--- src/rtl/byte_striping_rx_4l_pkg.sv ---
// Shared constants for the 4-lane byte striping stages (RX striping, TX un-striping).
// State encoding, lane count, default pad byte and lane-mask helper.
package byte_striping_rx_4l_pkg;

    localparam int unsigned LANES = 4;
    localparam logic [7:0] PAD_BYTE_DEF = 8'hF7;

    typedef enum logic [1:0] {
        IDLE    = 2'd0,
        COLLECT = 2'd1,
        WAIT    = 2'd2
    } state_e;

    typedef enum logic [1:0] {
        SEL_HOLD   = 2'd0,
        SEL_STAGED = 2'd1,
        SEL_LIVE   = 2'd2,
        SEL_PAD    = 2'd3
    } lane_sel_e;

    // Lanes below the staged count carry real data.
    function automatic logic [3:0] fill_mask(input logic [1:0] n);
        logic [3:0] m;
        unique case (n)
            2'd0: m = 4'b0000;
            2'd1: m = 4'b0001;
            2'd2: m = 4'b0011;
            2'd3: m = 4'b0111;
        endcase
        return m;
    endfunction

endpackage

--- src/rtl/byte_striping_rx_4l_lane.sv ---
// One lane output register: holds, or loads a staged byte, the live byte or the pad.
// With LANE_PARITY_EN defined, also registers the even parity of the loaded byte.
module stripe_lane_reg
    import byte_striping_rx_4l_pkg::*;
#(
    parameter logic [7:0] PAD_BYTE = PAD_BYTE_DEF
) (
    input  logic       clk_i,
    input  logic       reset_i,
    input  lane_sel_e  sel_i,
    input  logic [7:0] staged_i,
    input  logic [7:0] live_i,
    output logic [7:0] data_o
`ifdef LANE_PARITY_EN
    ,
    output logic       parity_o
`endif
);

    logic [7:0] data_q, data_d;

    always_comb begin
        data_d = data_q;
        unique case (sel_i)
            SEL_HOLD:   data_d = data_q;
            SEL_STAGED: data_d = staged_i;
            SEL_LIVE:   data_d = live_i;
            SEL_PAD:    data_d = PAD_BYTE;
        endcase
    end

    always_ff @(posedge clk_i) begin
        if (reset_i) data_q <= 8'h00;
        else         data_q <= data_d;
    end

    assign data_o = data_q;

`ifdef LANE_PARITY_EN
    logic par_q;

    always_ff @(posedge clk_i) begin
        if (reset_i) par_q <= 1'b0;
        else         par_q <= ^data_d;
    end

    assign parity_o = par_q;
`endif

endmodule

--- src/rtl/byte_striping_rx_4l.sv ---
// Round-robin byte striping onto 4 lanes, with padded flush of partial groups.
// Optional per-lane parity output when LANE_PARITY_EN is defined.
module byte_striping_rx_4l
    import byte_striping_rx_4l_pkg::*;
#(
    parameter logic [7:0]  PAD_BYTE    = PAD_BYTE_DEF,
    parameter int unsigned FLUSH_DELAY = 0
) (
    input  logic       CLK,
    input  logic       reset,
    input  logic       valid_in,
    input  logic [7:0] data_in,
    output logic [7:0] data0,
    output logic [7:0] data1,
    output logic [7:0] data2,
    output logic [7:0] data3,
    output logic       valid_out,
    output logic [3:0] lane_mask
`ifdef LANE_PARITY_EN
    ,
    output logic [3:0] parity_out
`endif
);

    localparam logic [3:0] FD = FLUSH_DELAY[3:0];

    state_e     state_q, state_d;
    logic [1:0] ptr_q, ptr_d;
    logic [3:0] idle_q, idle_d;
    logic [7:0] s_q [3];
    logic [7:0] s_d [3];
    logic       valid_q, valid_d;
    logic [3:0] mask_q, mask_d;
    logic       complete, flush;
    lane_sel_e  lane_sel [LANES];
    logic [7:0] stg [LANES];
    logic [7:0] lane_data [LANES];

    assign complete = valid_in && (state_q != IDLE) && (ptr_q == 2'd3);
    // With no delay the flush happens on the first idle edge, straight from COLLECT.
    assign flush = !valid_in &&
                   (((state_q == COLLECT) && (FD == 4'd0)) ||
                    ((state_q == WAIT) && (idle_q == FD)));

    always_ff @(posedge CLK) begin
        if (reset) begin
            state_q <= IDLE;
            ptr_q   <= 2'd0;
            idle_q  <= 4'd0;
            s_q     <= '{default: 8'h00};
            valid_q <= 1'b0;
            mask_q  <= 4'b0000;
        end else begin
            state_q <= state_d;
            ptr_q   <= ptr_d;
            idle_q  <= idle_d;
            s_q     <= s_d;
            valid_q <= valid_d;
            if (valid_d) mask_q <= mask_d;
        end
    end

    always_comb begin
        state_d = state_q;
        ptr_d   = ptr_q;
        idle_d  = idle_q;
        s_d     = s_q;
        unique case (state_q)
            IDLE: begin
                if (valid_in) begin
                    s_d[0]  = data_in;
                    ptr_d   = 2'd1;
                    state_d = COLLECT;
                end
            end
            COLLECT, WAIT: begin
                if (valid_in) begin
                    idle_d = 4'd0;
                    if (ptr_q == 2'd3) begin
                        ptr_d   = 2'd0;
                        state_d = IDLE;
                    end else begin
                        for (int i = 0; i < 3; i++)
                            if (ptr_q == 2'(i)) s_d[i] = data_in;
                        ptr_d   = ptr_q + 2'd1;
                        state_d = COLLECT;
                    end
                end else if (flush) begin
                    ptr_d   = 2'd0;
                    idle_d  = 4'd0;
                    state_d = IDLE;
                end else if (state_q == COLLECT) begin
                    idle_d  = 4'd1;
                    state_d = WAIT;
                end else begin
                    idle_d = idle_q + 4'd1;
                end
            end
            default: begin
                state_d = IDLE;
                ptr_d   = 2'd0;
                idle_d  = 4'd0;
            end
        endcase
    end

    always_comb begin
        valid_d = complete || flush;
        mask_d  = complete ? 4'b1111 : fill_mask(ptr_q);
        for (int i = 0; i < LANES; i++) begin
            lane_sel[i] = SEL_HOLD;
            if (complete)
                lane_sel[i] = (i == LANES - 1) ? SEL_LIVE : SEL_STAGED;
            else if (flush)
                lane_sel[i] = (2'(i) < ptr_q) ? SEL_STAGED : SEL_PAD;
        end
    end

    assign stg = '{s_q[0], s_q[1], s_q[2], PAD_BYTE};

`ifdef LANE_PARITY_EN
    logic [LANES-1:0] lane_par;
`endif

    for (genvar i = 0; i < LANES; i++) begin : g_lane
        stripe_lane_reg #(
            .PAD_BYTE(PAD_BYTE)
        ) u_lane (
            .clk_i   (CLK),
            .reset_i (reset),
            .sel_i   (lane_sel[i]),
            .staged_i(stg[i]),
            .live_i  (data_in),
            .data_o  (lane_data[i])
`ifdef LANE_PARITY_EN
            ,
            .parity_o(lane_par[i])
`endif
        );
    end

`ifdef LANE_PARITY_EN
    assign parity_out = lane_par;
`endif

    assign data0     = lane_data[0];
    assign data1     = lane_data[1];
    assign data2     = lane_data[2];
    assign data3     = lane_data[3];
    assign valid_out = valid_q;
    assign lane_mask = mask_q;

endmodule

--- config.mk ---
export PLATFORM = sky130hd
export DESIGN_NAME = byte_striping_rx_4l
export DESIGN_NICKNAME = d
export VERILOG_FILES = /design/src/rtl/byte_striping_rx_4l_pkg.sv /design/src/rtl/byte_striping_rx_4l_lane.sv /design/src/rtl/byte_striping_rx_4l.sv
export SDC_FILE = /design/constraint.sdc
export NUM_CORES = 1
export LEC_CHECK = 0
export ABC_AREA = 1
export CAP_MARGIN = 30
export CORE_MARGIN = 2
export CORE_UTILIZATION = 48
export CTS_BUF_LIST = sky130_fd_sc_hd__clkbuf_16
export DETAILED_ROUTE_END_ITERATION = 10
export GPL_TIMING_DRIVEN = 0
export PLACE_DENSITY = 0.82
export SLEW_MARGIN = 10
export SYNTH_ARGS = -nofsm -noshare
export SYNTH_HDL_FRONTEND = slang
export SYNTH_HIERARCHICAL = 1
export SYNTH_SLANG_ARGS = --single-unit
--- constraint.sdc ---
create_clock -name CLK -period 2.2 [get_ports CLK]
set_input_delay 0.33 -clock CLK [delete_from_list [all_inputs] [get_ports CLK]]
set_output_delay 0.33 -clock CLK [all_outputs]
set_load 0.02 [all_outputs]
* Yosys cells after proc, flatten, opt, wreduce, memory -nomap -nowiden
Index checks and enable logic that the tools add are counted.
Word-level totals: register bits 69, bits of input ports 11, output and inout port bits 37, word-level logic and storage cells 104
Operators by class: add/sub/neg operators 2, $lt $le $gt $ge 4, eq/ne operators 23, multiplexer cells 39, bitwise gates (word level) 1, reductions and logical operators 23
Operator list (number):
- $pmux W8 S3 | 3
- $mux W24 | 2
- $mux W2 | 19
- $mux W8 | 4
- $pmux W8 S2 | 2
- $eq A2 B2 Y1 const B | 11
- $mux W4 | 4
- $pmux W4 S4 | 1
- $eq A2 B1 Y1 const B | 6
- $logic_not A2 Y1 | 6
- $ne A2 B2 Y1 const B | 4
- $pmux W2 S2 | 2
- $pmux W4 S2 | 1
- $reduce_and A4 Y1 | 2
- $reduce_and A5 Y1 | 1
- $add A4 B1 Y4 const B | 1
- $logic_and A1 B1 Y1 | 4
- $logic_not A4 Y1 | 1
- $lt A1 B2 Y1 const A | 2
- $lt A2 B2 Y1 const A | 2
- $ne A4 B4 Y1 const B | 1
- $reduce_and A2 Y1 | 2
- $reduce_bool A2 Y1 | 2
- $reduce_or A2 Y1 | 2
- other kinds (6) | 7

* Longest topological paths before layout
depth after elaboration 9, gate-level depth with buffers 13, depth with buffers taken out 13

* Cells and area by module
The synthesis kept the hierarchy.
By module, submodules not included:
- byte_striping_rx_4l | instances 1, cells each 216, area an instance 1662.8 um^2, sequential area each 740.7 um^2
- stripe_lane_reg | instances 4, cells each 55, area an instance 380.4 um^2, sequential area each 160.2 um^2

* Worst setup path after synthesis
Ideal clock, no wire load.
path type reg-to-reg, start point reg state_q[0], end point reg g_lane[3].u_lane.data_q[7], arrival 1.987 ns, data required time 2.083 ns, path slack 0.096 ns, stages on the path, launching flop included 11, period minus slack after synthesis 2.104 ns, cells stage by stage dfxtp_1 -> inv_1 -> ha_1 -> inv_1 -> nand3_1 -> nand2_1 -> inv_2 -> nor2_4 -> nand2_1 -> o21ai_2 -> nor2_1
RTL lines:
- from (decl) | RTL line byte_striping_rx_4l.sv:27 | state_e state_q, state_d;
- from (signal assigned) | RTL line byte_striping_rx_4l.sv:54 | state_q <= state_d;
- to (signal assigned) | RTL line byte_striping_rx_4l_lane.sv:34 | else data_q <= data_d;
- to (decl) | RTL line byte_striping_rx_4l_lane.sv:20 | logic [7:0] data_q, data_d;

* Worst setup path in the final report
start point reg state_q[0], end point reg g_lane[2].u_lane.data_q[4]
On the way: word-level cells in the longest chain between the ends 8, elaborated cells between the ends (all ways) 15, those cells by class eq/ne: 5; mux: 3; reduce/logical: 7
RTL lines:
- $eq A2 B2 Y1 | RTL line byte_striping_rx_4l.sv:43 | ((state_q == WAIT) && (idle_q == FD)));
- $logic_and A1 B1 Y1 | RTL line byte_striping_rx_4l.sv:43
- $logic_or A1 B1 Y1 | RTL line byte_striping_rx_4l.sv:42 | (((state_q == COLLECT) && (FD == 4'd0)) ||
- $logic_and A1 B1 Y1 | RTL line byte_striping_rx_4l.sv:41 | assign flush = !valid_in &&
- $mux W2 | RTL line byte_striping_rx_4l.sv:114 | else if (flush)
- $mux W2 * | RTL line byte_striping_rx_4l.sv:112 | if (complete)
- $eq A2 B2 Y1 or $eq A2 B1 Y1 (tied branches) | RTL line byte_striping_rx_4l_lane.sv:24 | unique case (sel_i)
- $pmux W8 S3 | RTL line byte_striping_rx_4l_lane.sv:24
- to (signal assigned) | RTL line byte_striping_rx_4l_lane.sv:34
- to (decl) | RTL line byte_striping_rx_4l_lane.sv:20
Mark *: on every way between the ends. The rest lies on a longest branch, timed or not. A chain may end at the register's enable or synchronous reset.

==> results list <==
- The flow ran to the end, and the final reports show no timing, DRC or antenna violations.
* Yosys warning total: 6
* First-pass detailed-route iteration total: 5
* PnR worst setup slack: 151 ps
* Clock latency reported for the late side of the worst-skew pair: 330 ps
- Number of buffers and inverters on the critical path: 3
* Worst Reg-to-Reg Cells: 9
* CTS tree: done
- Count of antenna-violating nets left after detailed routing: 0
- Number of I/O port buffers: 47
- Most used cell along the critical path: inv_1
- Detailed-route via count: 3057
- The die is 85.5 um tall.
- In this run the worst setup path begins at state_q[0].
- Largest net degree at the start of global routing: 19
- Post-place instance area: 3770 um^2
- The multi-input combinational cells in the finished layout cover a total of 1570 um^2.
- Clock-pin slew reported for the worst setup and hold paths after clock tree synthesis: 60 ps
- Commonest cells post-synth: dfxtp_1 (69), nand2_1 (64), nor2_1 (63), inv_1 (51), o21ai_0 (41)
* Vias per inst: 5.21
* Worst hold-check path type: flop to flop
- In this run the worst path has a maximum fanout of 10.
- After detailed routing, the average wire length per cell comes to 13.6 um.
* Count of clock tree sinks: 69
* Inserted Clock Buffers: 9
- Total of max-cap violations: 0
- Num rows: 29
- IO Count: 48
* Area share of the largest cell type after synthesis: 0.434
- Sorting the synthesized cells by area gives the leading types as dfxtp_1 (43%), nand2_1 (7.5%), nor2_1 (7.4%).
* Share of cells above drive strength 1: 0.116
- STA classifies the critical path startpoint as a flop.
- Measured along the x axis, the die boundary spans 85.5 um.
- Required @ worst endpoint: 2420 ps
- The analysis attributes to cell leakage a power of 1.82 nW.
- Layout overhead on the synthesized area: 30.9%
- For this configuration, the core starts out at a cell density of 0.499.
* Total wire length after detailed routing: 7970 um
* Unique cell type count in the Yosys netlist: 24
- The critical path is of the flop to flop type.
- Of the available clock period, the critical path in the final layout requires 0.932.
- Flip-flop and latch count after synthesis: 69
* P per Cell Area: 1660 nW/um^2
* Core area: 6390 um^2
* Unrepaired setup endpoints after global routing: false
* Critical Path Slowest Stage Cell: dfxtp_1
- Delay-heaviest family, CP: simple AND/OR/NAND/NOR gates
* Total global routing track utilization: 0.224
- The worst register-to-register path has a setup slack of 150 ps.
- Syn Inst Count: 436
* Remaining Overflow, GRT: 0
- Hold timing on the final database bottoms out at a slack of 461 ps.
- The die covers 7300 um^2.
* Register area: 1380 um^2
- The number of antenna violations at the first check in global routing is 0.
- The detailed router finished its first iteration with 208 violations.
- Part of the Yosys area used for sequential elements: 0.434
- The max-slew violation count came to 0.
* Highest clock frequency the design can meet: 488 MHz
* Max H-tree Level: 3
- Most repeated cell in the gate-level netlist after synthesis: dfxtp_1
- At the worst endpoint, the arrival time is 2270 ps.
- Reg-to-reg endpoint: g_lane[2].u_lane/data_o[4]
- Final non-filler cell area: 4170 um^2
- Hold Startpoint: s_q[5]
- HPWL after detailed placement: 5280 um
- Yosys top cell by area: dfxtp_1
- The worst-case IR drop observed on VDD is 982 uV.
- Filler Cell Count: 540
* Final setup violation count: 0
* Placer congestion estimate: 0.821
* Final number of hold-violating endpoints: 0
- Synth async-reset ratio: 0
- Between clock sinks in the finished design, the worst skew comes to 5.53 ps.
- The repair_antennas step left the layout with diodes totalling 0.
* Number of synthesized flops with an enable pin: 0
* First-pass GRT wire length: 12800 um
- Cell count of the worst hold path: 2
- In the routed design, unresolved DRC markers number 0.
* Mean Syn Cell Area: 7.30 um^2
* CTS max path bufs: 2
* Primary FF master, synth: dfxtp_1
- The critical path goes through inv_1 > ha_1 > inv_1 > nand3_1 > nand2_8 > buf_4 > nand2_2 > o21ai_0 > nor2_1.
- Maximum cell stage delay along the critical path: 370 ps
* Root Buffer Master: clkbuf_16
- Critical register-to-register path startpoint: state_q[0]
- The worst setup path is captured at a flop.
* Via count of the first global-routing pass: 2866
* Net count, final: 526
- In the final timing run, aggregate negative setup slack is 0 ps.
- Hold Crit Endpoint: s_q[5]
- Post-placement setup slack: -439 ps
- Subtracting the final worst setup slack from the clock period gives 2050 ps.
- Cell Area, Synth: 3180 um^2
## per-stage QoR
step | power (mW) | std cells | utilization
floorplan | 4.11 | 442 | -
global placement | 5.06 | 566 | 0.591
detailed placement | 5.16 | 566 | 0.591
CTS | 6.83 | 582 | 0.645
global route | 7.34 | 587 | 0.653
finish | 6.91 | 587 | 0.653
## worst max-delay path by stage
stage,end,slack (ps),cells after the start
finish,g_lane[2].u_lane/data_o[4],150,9
global route,g_lane[2].u_lane/data_o[6],40,13
CTS,g_lane[3].u_lane/data_o[5],40,10
detailed placement,g_lane[3].u_lane/data_o[7],-440,9
global placement,g_lane[3].u_lane/data_o[1],-360,9
floorplan,g_lane[3].u_lane/data_o[7],100,10
## kinds of logic (layout without fill, tap and decap cells)
group,after synthesis,after routing,share of synthesized area
other,2,8,0.00236
buffers and inverters,70,138,0.0849
adders and majority gates,10,10,0.0393
DFF,69,69,0.434
and+or+nand+nor,191,191,0.280
AOI/OAI and AO/OA,94,94,0.160
## worst reg2reg max path, stage by stage (launching register included)
cell and delay [ps]:
dfxtp_1 370, inv_1 100, ha_1 290, inv_1 210
nand3_1 240, nand2_8 170, buf_4 170, nand2_2 90
o21ai_0 220, nor2_1 80
## layout by cell type (no fill, tap or decap), drive strengths merged, types with 6 or more instances in the layout
master	synthesis	layout
ha	10	10
nor2	67	67
nand3	32	32
o21ai	70	70
dfxtp	69	69
conb	2	8
inv	64	65
clkdlybuf4s50	0	47
nand2	75	75
nand4	11	11
nor3	6	6
clkbuf	4	13
a21oi	23	23
buf	2	7
## layout make-up
cell class              count  share of cell area
inverters                  64              0.0576
clock buffers               9              0.0540
clock inverters             7              0.0276
plain buffers               6             0.00721
well taps                  77              0.0231
flip-flops and latches     69               0.331
repair buffers             52               0.122
multi-input cells         303               0.377
## power by group
group | internal [mW] | total [mW] | switching [mW]
clock | 1.10 | 1.64 | 0.539
combinational | 1.29 | 3.26 | 1.97
sequential | 1.72 | 2.00 | 0.281
## routing by layer
layer  vias to the layer above  wire (um)  GRT usage
li1                       1542          -          -
met5                         -          0          0
met4                         0        204      0.124
met2                        99       3780      0.359
met3                        22        521     0.0535
met1                      1394       3460      0.278
## repair_timing
item / in CTS / in global routing
setup endpoints to repair: 34 / 7
pin swaps: 0 / 1
buffers inserted: 0 / 5
resized for setup: 2 / 1
cloned: 0 / 0
hold buffers: 0 / 0
## registers in the layout (all words and copies together) (netlist names)
| name | flops |
|---|---|
| valid_out | 1 |
| lane_mask | 4 |
| idle_q | 4 |
| state_q | 2 |
| s_q | 24 |
| ptr_q | 2 |
| g_lane.u_lane/data_o | 32 |
Power figures use the tool's default switching activity.
